### src/rtl/bt656_stream_tx.sv
// BT.656 serializer: EAV/blank/SAV/active line framing around a CbYCrY valid/ready pixel stream.
// One byte every CLK_DIV clocks, with a strobe and H/V/F flags registered alongside each byte.
module bt656_stream_tx #(
   parameter int DATA_WIDTH    = 8,
   parameter int CLK_DIV       = 4,
   parameter int HACT_BYTES    = 1440,
   parameter int HBLK_BYTES    = 276,
   parameter int VACT_LINES_F1 = 240,
   parameter int VBLK_F1_TOP   = 18,
   parameter int VBLK_F1_BOT   = 4,
   parameter int VACT_LINES_F2 = 240,
   parameter int VBLK_F2_TOP   = 18,
   parameter int VBLK_F2_BOT   = 5
) (
   input  logic                  i_SysClock,
   input  logic                  i_ResetN,
   input  logic                  i_Enable,
   input  logic                  i_InterlaceMode,
   input  logic [DATA_WIDTH-1:0] i_PixData,
   input  logic                  i_PixValid,
   output logic                  o_PixReady,
   input  logic                  i_ClearUnderflow,
   output logic [DATA_WIDTH-1:0] o_Data,
   output logic                  o_DataStrobe,
   output logic                  o_Hsignal,
   output logic                  o_Vsignal,
   output logic                  o_Fsignal,
   output logic                  o_FrameStart,
   output logic                  o_Underflow
);

   localparam int LINE_BYTES = HBLK_BYTES + HACT_BYTES;
   localparam int F1_LINES   = VBLK_F1_TOP + VACT_LINES_F1 + VBLK_F1_BOT;
   localparam int F2_LINES   = VBLK_F2_TOP + VACT_LINES_F2 + VBLK_F2_BOT;
   localparam int MAX_LINES  = (F1_LINES > F2_LINES) ? F1_LINES : F2_LINES;
   localparam int BW         = $clog2(LINE_BYTES);
   localparam int LW         = $clog2(MAX_LINES + 1);
   localparam int PW         = (CLK_DIV > 1) ? $clog2(CLK_DIV) : 1;

   localparam logic [PW-1:0] PRE_LAST   = PW'(CLK_DIV - 1);
   localparam logic [BW-1:0] B_EAV_END  = BW'(4);
   localparam logic [BW-1:0] B_SAV      = BW'(HBLK_BYTES - 4);
   localparam logic [BW-1:0] B_ACT      = BW'(HBLK_BYTES);
   localparam logic [BW-1:0] B_LAST     = BW'(LINE_BYTES - 1);
   localparam logic [LW-1:0] F1_TOP_END = LW'(VBLK_F1_TOP);
   localparam logic [LW-1:0] F1_ACT_END = LW'(VBLK_F1_TOP + VACT_LINES_F1);
   localparam logic [LW-1:0] F1_LAST    = LW'(F1_LINES - 1);
   localparam logic [LW-1:0] F2_TOP_END = LW'(VBLK_F2_TOP);
   localparam logic [LW-1:0] F2_ACT_END = LW'(VBLK_F2_TOP + VACT_LINES_F2);
   localparam logic [LW-1:0] F2_LAST    = LW'(F2_LINES - 1);
   localparam logic [DATA_WIDTH-1:0] FILL_EVEN = DATA_WIDTH'(32'h80 << (DATA_WIDTH - 8));
   localparam logic [DATA_WIDTH-1:0] FILL_ODD  = DATA_WIDTH'(32'h10 << (DATA_WIDTH - 8));

   typedef enum logic {S_IDLE = 1'b0, S_RUN = 1'b1} state_t;

   state_t                  state_q, state_d;
   logic [PW-1:0]           pre_q, pre_d;
   logic [BW-1:0]           b_q, b_d;
   logic [LW-1:0]           line_q, line_d;
   logic                    field_q, field_d;
   logic                    il_q, il_d;
   logic [DATA_WIDTH-1:0]   data_d;
   logic                    strobe_d, h_d, v_d, f_d, fs_d, unf_d;

   logic                    tick, v_bit, h_bit, in_eav, in_sav, in_act;
   logic                    line_end, field_end, frame_end;
   logic [LW-1:0]           top_end, act_end, line_last;
   logic [7:0]              xy;
   logic [DATA_WIDTH-1:0]   xy_word, sync_word, fill_word, byte_sel;

   always_comb begin
      tick      = (pre_q == PRE_LAST);
      pre_d     = tick ? '0 : pre_q + PW'(1);

      top_end   = field_q ? F2_TOP_END : F1_TOP_END;
      act_end   = field_q ? F2_ACT_END : F1_ACT_END;
      line_last = field_q ? F2_LAST    : F1_LAST;
      v_bit     = (line_q < top_end) || (line_q >= act_end);
      h_bit     = (b_q < B_SAV);
      in_eav    = (b_q < B_EAV_END);
      in_sav    = (b_q >= B_SAV) && (b_q < B_ACT);
      in_act    = (b_q >= B_ACT);
      line_end  = (b_q == B_LAST);
      field_end = line_end && (line_q == line_last);
      frame_end = field_end && (field_q || !il_q);

      xy        = {1'b1, field_q, v_bit, h_bit, v_bit ^ h_bit, field_q ^ h_bit,
                   field_q ^ v_bit, field_q ^ v_bit ^ h_bit};
      xy_word   = DATA_WIDTH'({24'd0, xy} << (DATA_WIDTH - 8));
      // EAV and SAV both start on a multiple of 4, so the low index bits select the word
      case (b_q[1:0])
         2'd0:    sync_word = '1;
         2'd1,
         2'd2:    sync_word = '0;
         default: sync_word = xy_word;
      endcase
      fill_word = b_q[0] ? FILL_ODD : FILL_EVEN;

      o_PixReady = tick && (state_q == S_RUN) && in_act && !v_bit;

      if (in_eav || in_sav)       byte_sel = sync_word;
      else if (in_act && !v_bit)  byte_sel = i_PixValid ? i_PixData : fill_word;
      else                        byte_sel = fill_word;

      state_d  = state_q;
      b_d      = b_q;
      line_d   = line_q;
      field_d  = field_q;
      il_d     = il_q;
      data_d   = o_Data;
      strobe_d = 1'b0;
      h_d      = o_Hsignal;
      v_d      = o_Vsignal;
      f_d      = o_Fsignal;
      fs_d     = 1'b0;
      unf_d    = (o_Underflow && !i_ClearUnderflow) || (o_PixReady && !i_PixValid);

      if (tick) begin
         if (state_q == S_IDLE && !i_Enable) begin
            data_d = '0;
            h_d    = 1'b1;
            v_d    = 1'b1;
            f_d    = 1'b0;
         end else begin
            // the enabling tick already emits byte 0 of line 0, field 1
            if (state_q == S_IDLE) begin
               state_d = S_RUN;
               il_d    = i_InterlaceMode;
            end else if (frame_end && !i_Enable) begin
               state_d = S_IDLE;
            end
            data_d   = byte_sel;
            strobe_d = 1'b1;
            h_d      = h_bit;
            v_d      = v_bit;
            f_d      = field_q;
            fs_d     = (b_q == '0) && (line_q == '0) && !field_q;

            if (line_end) begin
               b_d = '0;
               if (field_end) begin
                  line_d = '0;
                  if (frame_end) begin
                     field_d = 1'b0;
                     il_d    = i_InterlaceMode;
                  end else begin
                     field_d = 1'b1;
                  end
               end else begin
                  line_d = line_q + LW'(1);
               end
            end else begin
               b_d = b_q + BW'(1);
            end
         end
      end
   end

   always_ff @(posedge i_SysClock or negedge i_ResetN) begin
      if (!i_ResetN) begin
         state_q      <= S_IDLE;
         pre_q        <= '0;
         b_q          <= '0;
         line_q       <= '0;
         field_q      <= 1'b0;
         il_q         <= 1'b0;
         o_Data       <= '0;
         o_DataStrobe <= 1'b0;
         o_Hsignal    <= 1'b1;
         o_Vsignal    <= 1'b1;
         o_Fsignal    <= 1'b0;
         o_FrameStart <= 1'b0;
         o_Underflow  <= 1'b0;
      end else begin
         state_q      <= state_d;
         pre_q        <= pre_d;
         b_q          <= b_d;
         line_q       <= line_d;
         field_q      <= field_d;
         il_q         <= il_d;
         o_Data       <= data_d;
         o_DataStrobe <= strobe_d;
         o_Hsignal    <= h_d;
         o_Vsignal    <= v_d;
         o_Fsignal    <= f_d;
         o_FrameStart <= fs_d;
         o_Underflow  <= unf_d;
      end
   end

endmodule

### config.mk
export PLATFORM = sky130hd
export DESIGN_NAME = bt656_stream_tx
export DESIGN_NICKNAME = d
export VERILOG_FILES = /design/src/rtl/bt656_stream_tx.sv
export SDC_FILE = /design/constraint.sdc
export NUM_CORES = 1
export LEC_CHECK = 0
export ABC_AREA = 1
export CAP_MARGIN = 10
export CORE_MARGIN = 8
export CORE_UTILIZATION = 55
export DETAILED_ROUTE_END_ITERATION = 8
export PLACE_DENSITY = 0.79
export SYNTH_ARGS = -nofsm -noshare
export SYNTH_HDL_FRONTEND = slang
export SYNTH_SLANG_ARGS = --single-unit
### constraint.sdc
create_clock -name i_SysClock -period 1.9 [get_ports i_SysClock]
set_input_delay 0.38 -clock i_SysClock [delete_from_list [all_inputs] [get_ports i_SysClock]]
set_output_delay 0.38 -clock i_SysClock [all_outputs]
set_load 0.005 [all_outputs]
==> impl_results.md <==
* Outcome: finished, final reports clean
* Antenna violations before repair at 0
* Highest clock rate at between 0.5 and 0.6 GHz
* Area of the multi-input gates at 0.00128 sq mm
* Clock slew at the register clock pins of the worst setup and hold paths at approximately 80 ps
* CTS HTree Levels at 2
* Hold Slack at approximately 19 ps
* CTS tree: done
* Stage delay of the slowest cell on the critical path at 400 ps
* CTS Buffer Depth at 2
* Worst clock skew at ~16 ps
* Most used routing layer: met2
* Aggregate routed wire length at around 7000 um
* Crit Reg-Reg Endpoint: o_Data[2]
* Clock latency reported for the late side of the worst-skew pair at about 300 ps
* Setup Crit Path Kind: reg -> out
* Biggest area consumer among synthesized cells: dfrtp_1
* Setup repair after global routing missed its margin: true
* Antenna Nets Post-Route at 0
* Cell Rows at 23
* Final max-slew violation count at 0
* Reg2reg setup slack at around 70 ps
* Drt first-iter violations at between 300 and 400
* Syn avg cell area at 7.48 sq um
* Category of the worst setup path capture point: output port
* Overflow left after global routing at 0
* Max-Cap Viols at 0
* Share of flip-flops with an asynchronous set or reset after synthesis at 1.00
* Filler Cells Inserted at ~230
* Launching element of the worst setup path: b_q[10]
* Antenna cell count at 0
* Core area at 0.00403 sq mm
* Commonest cells in the synthesized netlist: nand2_1, dfrtp_1, inv_1, nand3_1, o21ai_0
* Number of buffer cells added on primary ports at 28
* Global-route met2 utilization at 0.380
* Number of synthesized flops with an enable pin at 0
* Die outline area at roughly 0.0066 sq mm
* Final period util at 0.973
* Data required time of the critical path at 1520 ps
* Minimum clock period at around 1800 ps
* Share of post-route cells with drive strength above 1 at 0.302
* Clock Sinks at 39
* Critical path cell sequence: nor2_2, inv_2, nor2_4, nand2_2, nand2_2, nand2_4, nor2_4, buf_2
* Hold-fix buffer count after cts at 0
* Starting utilization of the core area at 0.579
* Number of cells on the worst reg-to-reg path at 11
* Worst relative slew slack at 0.697
* Largest vdd supply drop at between 0.0004 and 0.0005 V
* Routing usage on met3 at 0.0375
* Synthesis Warnings at 0
* Area taken by flip-flops and latches at 978 sq um
* # placed instances at between 400 and 500
* Gate count after technology mapping at approximately 310
* Cell with the largest stage delay on the worst path: dfrtp_1
* Most common cell in the synthesized netlist: nand2_1
* Area of the mapped netlist at about 0.0023 sq mm
* Kind of path behind the tightest hold check: in -> async
* Cells taking the most area after synthesis: dfrtp_1, nand2_1, nand3_1
* Total of endpoints with negative setup slack in the final report at 0
* Synthesis-stage register bit count at 39
* Net count of the finished layout at about 420
* Power density of the placed cells at ~430 mW/mm^2
* Final HPWL DP at approximately 4600 um
* Most used DFF post-synth: dfrtp_1
* DRC violations left at 0
* Leakage power of the design at roughly 1.6 nW
* Area share of the largest cell type after synthesis at 0.397
* Cell family with most CP delay: simple AND/OR/NAND/NOR gates
* Non-filler instance count after layout at approximately 450
* Root Buffer: clkbuf_8
* Vert. Die Dim at between 80 and 90 um
* Vias in the first global route at 2,415
* Distinct cell type count after synthesis at 35
* Number of iterations in the first detailed-routing pass at 5
* Number of vias after detailed routing at approximately 2.5k
* Number of top-level pins at 29
* Wirelength per Cell at around 16 um
* Largest net degree at the start of global routing at 22
* Actual slew at the worst max-slew pin at 455 ps
* Global-route wire length before repair at 10,900 um
* Number of buffers inserted during clock tree synthesis at 5
* Die width at roughly 81 um
* Count of buffering cells on the critical path with inverters included at 2
* Total count of hold-check failures in the final report at 0
* Fraction of the yosys area taken by sequential cells at 0.420
* Arrival time worst endpoint at 1470 ps
* Met1 usage at 0.237
* Global-route total usage across every layer at 0.210
* Area growth from synthesis to layout at 43.2%
* Number of vias per cell after detailed routing at 5.55
* Mapped Nets at 332
* Reg-to-Reg Start: b_q[10]
* Placer congestion estimate at 0.860
* Launching element type of the critical path: flop
* Largest fanout on the critical path at 2
==> kinds of logic after synthesis <==
family	synth area share
compound gates	0.104
xor+xnor	0.0225
fa+ha+maj	0.0322
buf+inv	0.0826
flops	0.420
simple gates	0.340
==> per-stage QoR <==
| stage | setup WS (ps) | TNS [ps] | power (mW) | cell area [sq um] | utilization |
|---|---|---|---|---|---|
| 6_report | 50.9 | 0 | 1.44 | 3340 | 0.829 |
| 5_1_grt | -40.5 | -97.9 | 1.49 | 3340 | 0.829 |
| 4_1_cts | 6.22 | 0 | 1.45 | 3170 | 0.786 |
| 3_5_place_dp | -121 | -121 | 0.901 | 2930 | 0.728 |
| 3_3_place_gp | -87.0 | -87.0 | 0.900 | 2930 | 0.728 |
| 2_1_floorplan | 348 | 0 | 0.853 | 2330 | - |
==> how the worst max path moves through the flow <==
stage | to | slack (ps) | cells after the start
after floorplan | o_PixReady | 350 | 8
after global placement | o_PixReady | -90 | 8
after detailed placement | o_PixReady | -120 | 8
after CTS | o_Data[7] | 6 | 14
after global routing | o_PixReady | -40 | 9
final | o_PixReady | 50 | 8
==> cell type report <==
class	count	area share
Clock buffer	7	0.0228
Clock inverter	1	0.00150
Inverter	43	0.0506
Multi-Input combinational cell	225	0.384
Sequential cell	39	0.293
Tap cell	50	0.0187
Timing Repair Buffer	89	0.230
==> metal layers <==
metal / vias up / part of all wire / wire (um)
li1: 1201 / - / -
met1: 1182 / 0.38 / 2750
met2: 113 / 0.53 / 3800
met3: 22 / 0.062 / 446
met4: 0 / 0.022 / 155
met5: - / 0 / 0
==> sequential cells by signal (all words and copies together) (netlist names) <==
name / count
o_DataStrobe: 1
o_Data: 8
state_q: 1
o_Vsignal: 1
b_q: 11
o_Hsignal: 1
field_q: 1
o_FrameStart: 1
pre_q: 2
o_Underflow: 1
o_Fsignal: 1
il_q: 1
line_q: 9
==> timing repair <==
action	in CTS	in global routing
resized for setup	10	28
endpoints found under the setup margin	1	10
buffers inserted	18	9
pin swaps	10	14
gates cloned	0	1
==> cells in the final DEF, fill, tap and decap left out, drive strengths merged <==
cell type      synthesis  final
o211ai                 1      1
o31ai                  1      1
a31oi                  1      1
xor2                   4      4
clkbuf                 2      7
nor3                  13     13
clkdlybuf4s50          0     26
o21ai                 24     24
o21a                   1      1
a21oi                 15     15
clkinv                 2      3
dfrtp                 37     37
inv                   41     41
nand3                 28     28
ha                     6      6
or2                    1      1
nor2                  24     24
xnor2                  2      2
dfstp                  2      2
nand3b                 2      2
o22ai                  2      2
nand4                  9      9
buf                    4     63
nand2                 89     90
nor3b                  1      1
==> power by group <==
part	leakage, nW	total (mW)	switching [mW]	internal (mW)
clock	0.0422	0.554	0.296	0.258
sequential	0.476	0.830	0.0000000000000000333	0.830
combinational	1.11	0.0542	0.0256	0.0285
total	1.63	1.44	0.321	1.12
Power figures use the tool's default switching activity.
